--- src/rtl/aurora_init_pkg.sv ---
// Shared types and default timing constants for the Aurora channel bring-up sequencer.
package aurora_init_pkg;

  localparam int DEF_N_CH        = 2;
  localparam int DEF_GT_RST_CYC  = 128;
  localparam int DEF_SYS_RST_CYC = 256;
  localparam int DEF_UP_TIMEOUT  = 65536;
  localparam int DEF_STABLE_CYC  = 16;
  localparam int DEF_MAX_RETRY   = 3;

  typedef enum logic [2:0] {
    ST_RESET,
    ST_GT_REL,
    ST_WAIT_UP,
    ST_STABLE,
    ST_RUN,
    ST_FAIL
  } ch_state_e;

  typedef struct packed {
    logic gt_reset;
    logic reset_aurora;
    logic reset_txrx;
    logic link_ok;
    logic init_fail;
  } ch_out_t;

  function automatic int max2(input int a, input int b);
    return (a > b) ? a : b;
  endfunction

  function automatic ch_out_t ch_outputs(input ch_state_e s);
    ch_out_t o;
    o = '{gt_reset: 1'b1, reset_aurora: 1'b1, reset_txrx: 1'b1,
          link_ok: 1'b0, init_fail: 1'b0};
    case (s)
      ST_GT_REL:  o.gt_reset = 1'b0;
      ST_WAIT_UP,
      ST_STABLE: begin
        o.gt_reset     = 1'b0;
        o.reset_aurora = 1'b0;
      end
      ST_RUN: begin
        o.gt_reset     = 1'b0;
        o.reset_aurora = 1'b0;
        o.reset_txrx   = 1'b0;
        o.link_ok      = 1'b1;
      end
      ST_FAIL:    o.init_fail = 1'b1;
      default:    ;
    endcase
    return o;
  endfunction

endpackage

--- src/rtl/aurora_init_ch.sv ---
// One Aurora channel: channel_up synchronizer plus reset/bring-up sequencer with retry.
module aurora_init_ch
  import aurora_init_pkg::*;
#(
  parameter int GT_RST_CYC  = DEF_GT_RST_CYC,
  parameter int SYS_RST_CYC = DEF_SYS_RST_CYC,
  parameter int UP_TIMEOUT  = DEF_UP_TIMEOUT,
  parameter int STABLE_CYC  = DEF_STABLE_CYC,
  parameter int MAX_RETRY   = DEF_MAX_RETRY
) (
  input  logic init_clk,
  input  logic RST,
  input  logic channel_up,
  output logic gt_reset,
  output logic reset_Aurora,
  output logic reset_TX_RX_Block,
  output logic link_ok,
  output logic init_fail
);

  localparam int MAX_DUR = max2(max2(GT_RST_CYC, SYS_RST_CYC), max2(UP_TIMEOUT, STABLE_CYC));
  localparam int CW      = $clog2(MAX_DUR) + 1;
  localparam int RW      = (MAX_RETRY > 0) ? $clog2(MAX_RETRY + 1) : 1;

  localparam logic [CW-1:0] GT_LAST     = CW'(GT_RST_CYC - 1);
  localparam logic [CW-1:0] SYS_LAST    = CW'(SYS_RST_CYC - 1);
  localparam logic [CW-1:0] UP_LAST     = CW'(UP_TIMEOUT - 1);
  localparam logic [CW-1:0] STABLE_LAST = CW'(STABLE_CYC - 1);
  localparam logic [RW-1:0] RETRY_MAX   = RW'(MAX_RETRY);

  logic [1:0]    sync_q;
  logic          up_s;
  ch_state_e     state, state_nxt;
  logic [CW-1:0] cnt, cnt_nxt;
  logic [RW-1:0] retry, retry_nxt;
  ch_out_t       out_q, out_nxt;

  assign up_s = sync_q[1];

  // In STABLE, cnt holds the number of consecutive high cycles seen, including the entry cycle.
  always_comb begin
    state_nxt = state;
    cnt_nxt   = cnt;
    retry_nxt = retry;
    case (state)
      ST_RESET: begin
        if (cnt == GT_LAST) begin
          state_nxt = ST_GT_REL;
          cnt_nxt   = '0;
        end else begin
          cnt_nxt = cnt + CW'(1);
        end
      end
      ST_GT_REL: begin
        if (cnt == SYS_LAST) begin
          state_nxt = ST_WAIT_UP;
          cnt_nxt   = '0;
        end else begin
          cnt_nxt = cnt + CW'(1);
        end
      end
      ST_WAIT_UP: begin
        if (up_s) begin
          state_nxt = ST_STABLE;
          cnt_nxt   = CW'(1);
        end else if (cnt == UP_LAST) begin
          cnt_nxt = '0;
          if (retry < RETRY_MAX) begin
            retry_nxt = retry + RW'(1);
            state_nxt = ST_RESET;
          end else begin
            state_nxt = ST_FAIL;
          end
        end else begin
          cnt_nxt = cnt + CW'(1);
        end
      end
      ST_STABLE: begin
        if (!up_s) begin
          state_nxt = ST_WAIT_UP;
          cnt_nxt   = '0;
        end else if (cnt >= STABLE_LAST) begin
          state_nxt = ST_RUN;
          cnt_nxt   = '0;
        end else begin
          cnt_nxt = cnt + CW'(1);
        end
      end
      ST_RUN: begin
        if (!up_s) begin
          state_nxt = ST_RESET;
          cnt_nxt   = '0;
          retry_nxt = '0;
        end
      end
      ST_FAIL: ;
      default: begin
        state_nxt = ST_RESET;
        cnt_nxt   = '0;
      end
    endcase
    out_nxt = ch_outputs(state_nxt);
  end

  always_ff @(posedge init_clk) begin
    if (RST) begin
      sync_q <= '0;
      state  <= ST_RESET;
      cnt    <= '0;
      retry  <= '0;
      out_q  <= ch_outputs(ST_RESET);
    end else begin
      sync_q <= {sync_q[0], channel_up};
      state  <= state_nxt;
      cnt    <= cnt_nxt;
      retry  <= retry_nxt;
      out_q  <= out_nxt;
    end
  end

  assign gt_reset          = out_q.gt_reset;
  assign reset_Aurora      = out_q.reset_aurora;
  assign reset_TX_RX_Block = out_q.reset_txrx;
  assign link_ok           = out_q.link_ok;
  assign init_fail         = out_q.init_fail;

endmodule

--- src/rtl/aurora_init_multi.sv ---
// Multi-channel Aurora initialisation: one independent sequencer per channel.
module aurora_init_multi
  import aurora_init_pkg::*;
#(
  parameter int N_CH        = DEF_N_CH,
  parameter int GT_RST_CYC  = DEF_GT_RST_CYC,
  parameter int SYS_RST_CYC = DEF_SYS_RST_CYC,
  parameter int UP_TIMEOUT  = DEF_UP_TIMEOUT,
  parameter int STABLE_CYC  = DEF_STABLE_CYC,
  parameter int MAX_RETRY   = DEF_MAX_RETRY
) (
  input  logic            init_clk,
  input  logic            RST,
  input  logic [N_CH-1:0] channel_up,
  output logic [N_CH-1:0] gt_reset,
  output logic [N_CH-1:0] reset_Aurora,
  output logic [N_CH-1:0] reset_TX_RX_Block,
  output logic [N_CH-1:0] link_ok,
  output logic [N_CH-1:0] init_fail,
  output logic            all_link_ok
);

  for (genvar i = 0; i < N_CH; i++) begin : g_ch
    aurora_init_ch #(
      .GT_RST_CYC (GT_RST_CYC),
      .SYS_RST_CYC(SYS_RST_CYC),
      .UP_TIMEOUT (UP_TIMEOUT),
      .STABLE_CYC (STABLE_CYC),
      .MAX_RETRY  (MAX_RETRY)
    ) u_ch (
      .init_clk         (init_clk),
      .RST              (RST),
      .channel_up       (channel_up[i]),
      .gt_reset         (gt_reset[i]),
      .reset_Aurora     (reset_Aurora[i]),
      .reset_TX_RX_Block(reset_TX_RX_Block[i]),
      .link_ok          (link_ok[i]),
      .init_fail        (init_fail[i])
    );
  end

  assign all_link_ok = &link_ok;

endmodule

--- config.mk ---
export PLATFORM = sky130hd
export DESIGN_NAME = aurora_init_multi
export DESIGN_NICKNAME = d
export VERILOG_FILES = /design/src/rtl/aurora_init_pkg.sv /design/src/rtl/aurora_init_ch.sv /design/src/rtl/aurora_init_multi.sv
export SDC_FILE = /design/constraint.sdc
export NUM_CORES = 1
export LEC_CHECK = 0
export CAP_MARGIN = 0
export CELL_PAD_IN_SITES_DETAIL_PLACEMENT = 0
export CELL_PAD_IN_SITES_GLOBAL_PLACEMENT = 1
export CORE_UTILIZATION = 41
export CTS_BUF_LIST = sky130_fd_sc_hd__clkbuf_8 sky130_fd_sc_hd__clkbuf_16
export DETAILED_ROUTE_END_ITERATION = 10
export PLACE_DENSITY = 0.74
export SYNTH_ARGS = -nofsm -noshare
export SYNTH_HDL_FRONTEND = slang
export SYNTH_HIERARCHICAL = 1
export SYNTH_SLANG_ARGS = --single-unit
export TNS_END_PERCENT = 10
--- constraint.sdc ---
create_clock -name init_clk -period 2.6 [get_ports init_clk]
set_input_delay 0.39 -clock init_clk [delete_from_list [all_inputs] [get_ports init_clk]]
set_output_delay 0.39 -clock init_clk [all_outputs]
set_load 0.1 [all_outputs]
; Word level (Yosys, flattened, before mapping)
; Index checks and enable logic that the tools add are counted.
[totals]
latchBits = 0
mem_bits_ro = 0
n_memories = 0
mem_bits_rw = 0
regBits = 58
inputBits = 4
[op_classes]
n_lt_le_gt_ge = 4
n_bitwise = 2
n_mul = 0
reduce_logical = 13
div_mod_pow = 0
n_eq_ne = 34
muxes = 52
addsub = 4
shift = 0
[op_table]
columns = op, n
row1 = $mux 17, 14
row2 = $pmux 17 s6, 2
row3 = $mux 3, 16
row4 = $pmux 3 s6, 2
row5 = $add 17x1->17 const B, 2
row6 = $eq 17x16->1 const B, 2
row7 = $eq 17x7->1 const B, 2
row8 = $eq 17x8->1 const B, 2
row9 = $ge 17x4->1 const B, 2
row10 = $eq 3x2->1 const B, 8
row11 = $eq 3x3->1 const B, 8
row12 = $mux 2, 10
row13 = $eq 3x1->1 const B, 4
row14 = $reduce_and 5->1, 2
row15 = $ne 2x1->1 const B, 4
row16 = $ne 2x2->1 const B, 4
row17 = $pmux 2 s2, 2
row18 = $reduce_or 4->1, 2
row19 = $logic_not 3->1, 2
row20 = $mux 1, 6
row21 = $reduce_and 2->1, 3
row22 = $reduce_or 3->1, 2
row23 = $add 2x1->2 const B, 2
row24 = $lt 2x2->1 const B, 2
row25 = 2 further kinds, 4

; Longest topological paths before layout
; Gate-level depths: netlist of the first run.
[depth]
depth_word = 8
depth_mapped = 12
depth_no_buf = 12

; Modules after synthesis
; Netlist of the first run, hierarchy kept.
[modules_own_cells]
columns = mod, cells_per_inst, area_per_inst_um2, instances
row1 = aurora_init_ch at g_ch[1].u_ch, 189, 1570.3, 1
row2 = aurora_init_ch at g_ch[0].u_ch, 176, 1516.5, 1
row3 = aurora_init_multi, 1, 6.3, 1

; Worst setup path after synthesis of the first run
; OpenSTA, ideal clock, no wires.
[synth_path]
path_kind = reg-to-reg
start = register g_ch[0].u_ch.cnt[0]
end = register g_ch[0].u_ch.out_q (netlist bit g_ch[0].u_ch/reset_Aurora)
path_buffers = 1
arrival_time_ps = 2416
stages_incl_launch_ff = 13
path_slack_ps = 68
synth_period_minus_slack_ps = 2532
cell_sequence = dfxtp_1 ha_1 nand4_1 clkbuf_1 nor3_1 and3_1 ha_1 a21oi_1 a2bb2oi_1 o21ai_0 nor3_1 and3_1 nor2_1
[synth_between]
elab_chain_cells = 7
[synth_rtl]
columns = item, line
row1 = from (decl), aurora_init_ch.sv:34  ; logic [CW-1:0] cnt, cnt_nxt;
row2 = from (signal assigned), aurora_init_ch.sv:115  ; cnt <= cnt_nxt;
row3 = $ge 17x4->1 / $eq 17x16->1 (equally long branches), "aurora_init_ch.sv:82, aurora_init_ch.sv:66"
row4 = "$mux 3, on equally long branches", "aurora_init_ch.sv:82, aurora_init_ch.sv:66"
row5 = "$mux 3, on equally long branches", "aurora_init_ch.sv:79, aurora_init_ch.sv:63"
row6 = $pmux 3 s6 *, aurora_init_ch.sv:45  ; case (state)
row7 = $eq 3x2->1 / $eq 3x3->1 (equally long branches), aurora_init_pkg.sv:36  ; case (s)
row8 = $reduce_or 3->1 (no source line) *, -
row9 = $mux 1 *, aurora_init_pkg.sv:36
row10 = to (signal assigned), aurora_init_ch.sv:111  ; out_q <= ch_outputs(ST_RESET);
row11 = to (signal assigned), aurora_init_ch.sv:117  ; out_q <= out_nxt;
row12 = to (decl), aurora_init_ch.sv:36  ; ch_out_t out_q, out_nxt;
; Every way passes the cells marked *; elsewhere a longest branch is shown, timed or not.
; A chain may end at the register's enable or synchronous reset.

; Worst setup path after layout of the first run
[layout_path]
start = register g_ch[1].u_ch.cnt[1]
end = register g_ch[1].u_ch.cnt[6]
[layout_between]
elab_chain_cells = 4
[layout_rtl]
columns = item, line
row1 = from (decl), aurora_init_ch.sv:34
row2 = from (signal assigned), aurora_init_ch.sv:115
row3 = "$add 17x1->17, or another cell as far along", -
row4 = "$mux 17, on equally long branches", "aurora_init_ch.sv:82, aurora_init_ch.sv:66"
row5 = "$mux 17, on equally long branches", "aurora_init_ch.sv:79, aurora_init_ch.sv:63"
row6 = $pmux 17 s6 *, aurora_init_ch.sv:45
; Marked as above.

==> results.md, run 1 <==
- Critical Path AT: 2700 ps
- Fmax achieved: 406 MHz
- Final #Nets: 417
- Synth Register Bits: 58
- Finished Layout Cells: 509
- CTS sink cnt: 58
- Initial DRC Count: 86
- Antenna viol nets, final: 0
- Vias in the first global route: 2524
- Root Driver: clkbuf_8
- Largest net degree at the start of global routing: 14
- Gr usage total: 20.6%
- Sequential fraction of the synthesis area: 37.5%
- Final worst-path cycle share: 94.7%
- First-pass GRT wire length: 12.2 mm
- Detailed Place HPWL: 5.33 mm
- Initial Util: 42.6%
- Syn nets: 378
- Required @ worst endpoint: 2840 ps
- CP endpoint: g_ch[1].u_ch/cnt[6]$_SDFFE_PP0P_
- Hold slack: 445 ps
- Async S/R FF share, synth: 0%
- Avg WL per Cell: 14.4 um
- CP max-delay cell: dfxtp_4
- GRT Residual Overflow: 0
- Max-Cap Viols: 0
- Final setup violation count: 0
- Area grow syn2layout: 23.3%
- Filler Cells Inserted: 701
- Slew Limit Fails: 0
- EDFF count, synth: 0
- Die Y: 88.9 um
- CP startpoint kind: flop
- FF-to-FF End: g_ch[1].u_ch/cnt[6]$_SDFFE_PP0P_
- Least-Margin Pin Slew: 627 ps
- H-tree depth: 3
- # IOs: 15
- DP Worst Slack: -46.9 ps
- Ys flop type: dfxtp_1
- Die width: 88.9 um
- Hold buffers post-CTS: 0
- Post-Syn Area: 3090 um2
- Final instance area: 3810 um2
- GPL Wtd Cong: 0.765
- Clock latency on the worst-skew pair: 340 ps
- Antenna violations before repair: 0
- Cts bufs inserted: 9
- Mapped Avg Cell Area: 8.45 um2
- Crit path kind: reg2reg
- CTS Buffer Depth: 2
- CTS tree: yes
- Worst Clk Skew: 6.99 ps
- Placed cell area: 3440 um2
- # placed instances: 491
- Critical-path cell list: ha_4 > and3_4 > nand3_1 > nor4_2 > and3_4 > ha_4 > buf_4 > nor4_4 > buf_12 > o41ai_4 > a21oi_1 > a21o_1
- LEAKAGE: 1.42 nW
- Via density: 5.33
- Drt drc: 0
- Crit. End Element: flop
- Final Hold Vio Count: 0
- Min-delay worst type: reg2reg
- Status: completed
- Vias: 2715
- Maximum vdd drop: 492 uV
- Cell count after synthesis: 366
- FF-to-FF Start: g_ch[1].u_ch/cnt[1]$_SDFFE_PP0P_
- Worst Setup SP: g_ch[1].u_ch/cnt[1]$_SDFFE_PP0P_
- Routed WL: 7.31 mm
- Pwr Density: 535 nW/um2
- RSZ-0062 raised after global routing: false
- Ys Warns: 6
- Reg2reg setup slack: 140 ps
- R2R depth: 12
- Core Rows: 31
- Commonest non-fill, non-tap cells in the layout: dfxtp_1 (56), nor2_1 (49), nand2_1 (41)
- Final worst setup slack: 139 ps
- Synth cell types: 61
- Critical path peak fanout: 8
- Depth of the worst hold-timing path: 1
- Max-slew headroom: 57.9%
- Setup Total Neg Slack: 0 ps
- Fin crit period: 2460 ps
- Core area: 7250 um2
- Commonest non-fill, non-tap cell in the layout: dfxtp_1
- Port bufs: 14
- First-pass DRT Iterations: 4
- Die area: 7900 um2
- Share of cells above drive strength 1: 21.5%
- CP peak stage delay: 370 ps
- Clock transition at path regs: 70 ps
- Diode count: 0
worst max-delay path: cells and delay by family, from the launching register on:
family	cells	cell delay (ps)
and+or+nand+nor	5	940
AOI/OAI and AO/OA	3	480
DFF	1	370
buffers and inverters	2	280
adders and majority gates	2	270
cell families (layout without fill, tap and decap cells):
kind of cell    after synthesis  in the layout  synth area share, %
fa+ha+maj                     8              8                 3.24
xor+xnor                     19             19                 5.38
simple gates                189            189                 32.6
compound gates               70             70                 18.1
buf+inv                      22             66                 3.16
flops                        58             58                 37.5
report_power, final:
group | leakage [nW] | internal [mW] | switching, mW
logic | 0.823 | 0.0324 | 0.0346
registers | 0.470 | 0.900 | 0.0121
clock network | 0.129 | 0.686 | 0.374
flip-flops by register name, summed over array words and instances (netlist names):
signal and cells:
g_ch.u_ch/state 6, g_ch.u_ch/cnt 34, g_ch.u_ch/reset_Aurora 2, g_ch.u_ch/link_ok 2, g_ch.u_ch/gt_reset 2, g_ch.u_ch/init_fail 2, g_ch.u_ch/sync_q 4, g_ch.u_ch/reset_TX_RX_Block 2
g_ch.u_ch/retry 4
synth_stat cells (3+ instances only):
library cell | instances | area (um2)
nor4_1 | 3 | 18.8
nor3_1 | 18 | 90.1
o311ai_2 | 3 | 48.8
and3_1 | 9 | 56.3
inv_1 | 13 | 48.8
xor2_1 | 11 | 96.3
nand4_1 | 6 | 37.5
ha_1 | 8 | 100
nand2b_1 | 5 | 31.3
nor2_1 | 49 | 184
nand2_1 | 41 | 154
a21oi_1 | 16 | 80.1
or3_1 | 4 | 25.0
clkbuf_1 | 7 | 26.3
and2_1 | 6 | 37.5
nand3_1 | 12 | 60.1
nor2b_1 | 10 | 62.6
o21ai_0 | 13 | 65.1
dfxtp_1 | 58 | 1160
and3_2 | 4 | 30.0
o211ai_1 | 3 | 22.5
nor3b_1 | 3 | 22.5
xnor2_1 | 8 | 70.1
o2111ai_1 | 3 | 26.3
and4_1 | 3 | 26.3
per-stage QoR:
step           utilization [%]  power [mW]
4_1_cts                   51.0        2.06
2_1_floorplan                -       0.966
3_3_place_gp              47.4       0.993
5_1_grt                   52.6        2.12
6_report                  52.6        2.04
3_5_place_dp              47.4       0.994
how the worst min path moves through the flow:
stage                     slack (ps)                                 to                         startpoint
after global routing             470  g_ch[1].u_ch/sync_q[1]$_SDFF_PP0_  g_ch[1].u_ch/sync_q[0]$_SDFF_PP0_
after detailed placement         430  g_ch[1].u_ch/sync_q[1]$_SDFF_PP0_  g_ch[1].u_ch/sync_q[0]$_SDFF_PP0_
after global placement           420  g_ch[0].u_ch/sync_q[1]$_SDFF_PP0_  g_ch[0].u_ch/sync_q[0]$_SDFF_PP0_
after floorplan                  410  g_ch[0].u_ch/sync_q[1]$_SDFF_PP0_  g_ch[0].u_ch/sync_q[0]$_SDFF_PP0_
after CTS                        450  g_ch[0].u_ch/sync_q[1]$_SDFF_PP0_  g_ch[0].u_ch/sync_q[0]$_SDFF_PP0_
final                            440  g_ch[0].u_ch/sync_q[1]$_SDFF_PP0_  g_ch[0].u_ch/sync_q[0]$_SDFF_PP0_
per-layer routing:
layer	global-route usage, %	wire length [um]	vias up
li1	-	-	1392
met1	25.5	3390	1270
met4	8.50	96	0
met3	3.64	199	8
met2	35.2	3620	45
met5	0	0	-
layout make-up:
| cell class | count | area [um2] | area share, % |
|---|---|---|---|
| multi-input cells | 286 | 1930 | 50.5 |
| repair buffers | 37 | 298 | 7.81 |
| clock buffers | 11 | 151 | 3.97 |
| well taps | 99 | 124 | 3.25 |
| clock inverters | 5 | 100 | 2.62 |
| inverters | 13 | 48.8 | 1.28 |
| flip-flops and latches | 58 | 1170 | 30.6 |
what timing repair did:
| action | in CTS | in global routing |
|---|---|---|
| pin swaps | 3 | 5 |
| buffers inserted | 1 | 1 |
| setup endpoints to repair | 5 | 28 |
| resized for setup | 0 | 21 |
(Power assumes the default switching activity.)
==> run 2: changes to the inputs <==
--- a/config.mk
+++ b/config.mk
@@ -12,6 +12,7 @@
 export CTS_BUF_LIST = sky130_fd_sc_hd__clkbuf_8 sky130_fd_sc_hd__clkbuf_16
 export DETAILED_ROUTE_END_ITERATION = 10
 export PLACE_DENSITY = 0.74
+export SKIP_LAST_GASP = 1
 export SYNTH_ARGS = -nofsm -noshare
 export SYNTH_HDL_FRONTEND = slang
 export SYNTH_HIERARCHICAL = 1
==> run 2 against run 1 <==
Effect of this change: combinational power shrank 2%; global-route usage is the same; total power is essentially flat; fmax is essentially flat; worst hold slack is essentially flat; clock power is essentially flat; first-iteration DRC count shrank 17%; setup slack lost 0.73 ps; die area is the same; largest cell class unchanged; largest power group unchanged; highest routed layer unchanged.
==> results.md, run 2 (synthesis results as in run 1) <==
- Status: completed (unchanged)
- CTS Buffer Depth: 2 (unchanged)
- Critical path peak fanout: 8 (unchanged)
- Clock transition at path regs: 70 ps (about the same)
- CTS sink cnt: 58 (unchanged)
- Slew Limit Fails: 0 (unchanged)
- Diode count: 0 (unchanged)
- Most flops, register: g_ch.u_ch/cnt (unchanged)
- Min-delay worst type: reg2reg (unchanged)
- Required @ worst endpoint: 2820 ps (was 2840 ps)
- Share of cells above drive strength 1: 21.2% (was 21.5%)
- Pwr Density: 538 nW/um2 (was 535 nW/um2)
- Top flop regs: g_ch.u_ch/cnt: 34 flops, g_ch.u_ch/state: 6 flops (unchanged)
- H-tree depth: 3 (unchanged)
- Fmax achieved: 406 MHz (about the same)
- Commonest non-fill, non-tap cell in the layout: dfxtp_1 (unchanged)
- Final #Nets: 417 (unchanged)
- Max-Cap Viols: 0 (unchanged)
- Routed WL: 7.38 mm (was 7.31 mm)
- Maximum vdd drop: 488 uV (was 492 uV)
- Reg area: 1170 um2 (unchanged)
- Antenna viol nets, final: 0 (unchanged)
- Placed cell area: 3440 um2 (unchanged)
- Final Hold Vio Count: 0 (unchanged)
- # placed instances: 491 (unchanged)
- Vias in the first global route: 2524 (unchanged)
- Final worst-path cycle share: 94.7% (about the same)
- Cts bufs inserted: 9 (unchanged)
- Core area: 7250 um2 (unchanged)
- Initial DRC Count: 71 (was 86)
- Clock latency on the worst-skew pair: 340 ps (about the same)
- Finished Layout Cells: 509 (unchanged)
- Vias: 2739 (was 2715)
- Hold slack: 445 ps (about the same)
- First-pass DRT Iterations: 4 (unchanged)
- Hold buffers post-CTS: 0 (unchanged)
- Hold path startpoint: g_ch[0].u_ch/sync_q[0]$_SDFF_PP0_ (unchanged)
- Drt drc: 0 (unchanged)
- Largest net degree at the start of global routing: 14 (unchanged)
- Die width: 88.9 um (unchanged)
- Commonest non-fill, non-tap cells in the layout: dfxtp_1 (56), nor2_1 (49), nand2_1 (41) (unchanged)
- Fin crit period: 2460 ps (about the same)
- Final instance area: 3790 um2 (was 3810 um2)
- LEAKAGE: 1.43 nW (was 1.42 nW)
- Critical Path AT: 2680 ps (was 2700 ps)
- Root Driver: clkbuf_8 (unchanged)
- Reg2reg setup slack: 140 ps (about the same)
- Die area: 7900 um2 (unchanged)
- Worst Setup SP: g_ch[1].u_ch/cnt[1]$_SDFFE_PP0P_ (unchanged)
- Footprint of the multi-input gates: 1920 um2 (was 1930 um2)
- FF-to-FF Start: g_ch[1].u_ch/cnt[1]$_SDFFE_PP0P_ (unchanged)
- Max-slew headroom: 58.2% (was 57.9%)
- CP startpoint kind: flop (unchanged)
- Max reg flops: 34 (unchanged)
- Avg WL per Cell: 14.5 um (was 14.4 um)
- Least-Margin Pin Slew: 622 ps (was 627 ps)
- GPL Wtd Cong: 0.765 (unchanged)
- Antenna violations before repair: 0 (unchanged)
- Gr usage total: 20.6% (unchanged)
- Filler Cells Inserted: 704 (was 701)
- Crit. End Element: flop (unchanged)
- Area grow syn2layout: 22.7% (was 23.3%)
- Core Rows: 31 (unchanged)
- Port bufs: 14 (unchanged)
- Detailed Place HPWL: 5.33 mm (unchanged)
- RSZ-0062 raised after global routing: false (unchanged)
- # IOs: 15 (unchanged)
- Initial Util: 42.6% (unchanged)
- Crit path kind: reg2reg (unchanged)
- Via density: 5.38 (was 5.33)
- Die Y: 88.9 um (unchanged)
- Final setup violation count: 0 (unchanged)
- CTS tree: yes (unchanged)
- GRT Residual Overflow: 0 (unchanged)
- Worst Clk Skew: 8.84 ps (was 6.99 ps)
- First-pass GRT wire length: 12.2 mm (unchanged)
- Power Total: 2.04 mW (about the same)
run 2: path summary, 6_finish.rpt:
| check | endpoint | depth (start not counted) |
|---|---|---|
| max reg2reg | g_ch[1].u_ch/cnt[11]$_SDFFE_PP0P_ | 11 |
| min | g_ch[0].u_ch/sync_q[1]$_SDFF_PP0_ | 1 |
| max | g_ch[1].u_ch/cnt[11]$_SDFFE_PP0P_ | 11 |
| min reg2reg | g_ch[0].u_ch/sync_q[1]$_SDFF_PP0_ | 1 |
run 2: critical path, stage by stage (launching register included):
cell and delay (ps):
dfxtp_4 370, ha_4 130, and3_4 190, nand3_2 100, nor4_4 310, and3_4 250
ha_4 140, buf_4 120, nor4_4 70, buf_4 170, o31ai_4 370, nor2_1 90
run 2: layer usage:
layer | global-route usage, % | up-vias | share of wire [%]
li1 | - | 1391 | -
met1 | 25.5 | 1297 | 46
met2 | 35.2 | 41 | 50
met3 | 3.64 | 10 | 2.4
met4 | 8.50 | 0 | 1.4
met5 | 0 | - | 0
run 2: what timing repair did:
item | 4_1_cts | 5_1_grt
setup buffers | 1 | 2
pin swaps | 2 | 6
endpoints found under the setup margin | 5 | 29
gates cloned | 0 | 0
gates resized for setup | 0 | 18
run 2: report_power, final:
part           switching [mW]  leakage [nW]  internal (mW)
sequential             0.0124         0.470          0.900
combinational          0.0341         0.828         0.0314
clock                   0.376         0.129          0.686
total                   0.423          1.43           1.62
run 2: area by class of cell:
type / count / area share, %
clock inverters: 5 / 2.64
flip-flops and latches: 58 / 30.7
inverters: 13 / 1.29
multi-input cells: 286 / 50.6
repair buffers: 37 / 7.52
clock buffers: 11 / 3.99
well taps: 99 / 3.27
run 2: through the flow:
step	util (%)	setup TNS [ps]	setup WS, ps
finish	52.3	0	138
global route	52.3	0	10.3
CTS	51.0	-2.97	-2.97
detailed placement	47.4	-95.6	-46.9
global placement	47.4	-56.0	-30.4
floorplan	-	0	68.1
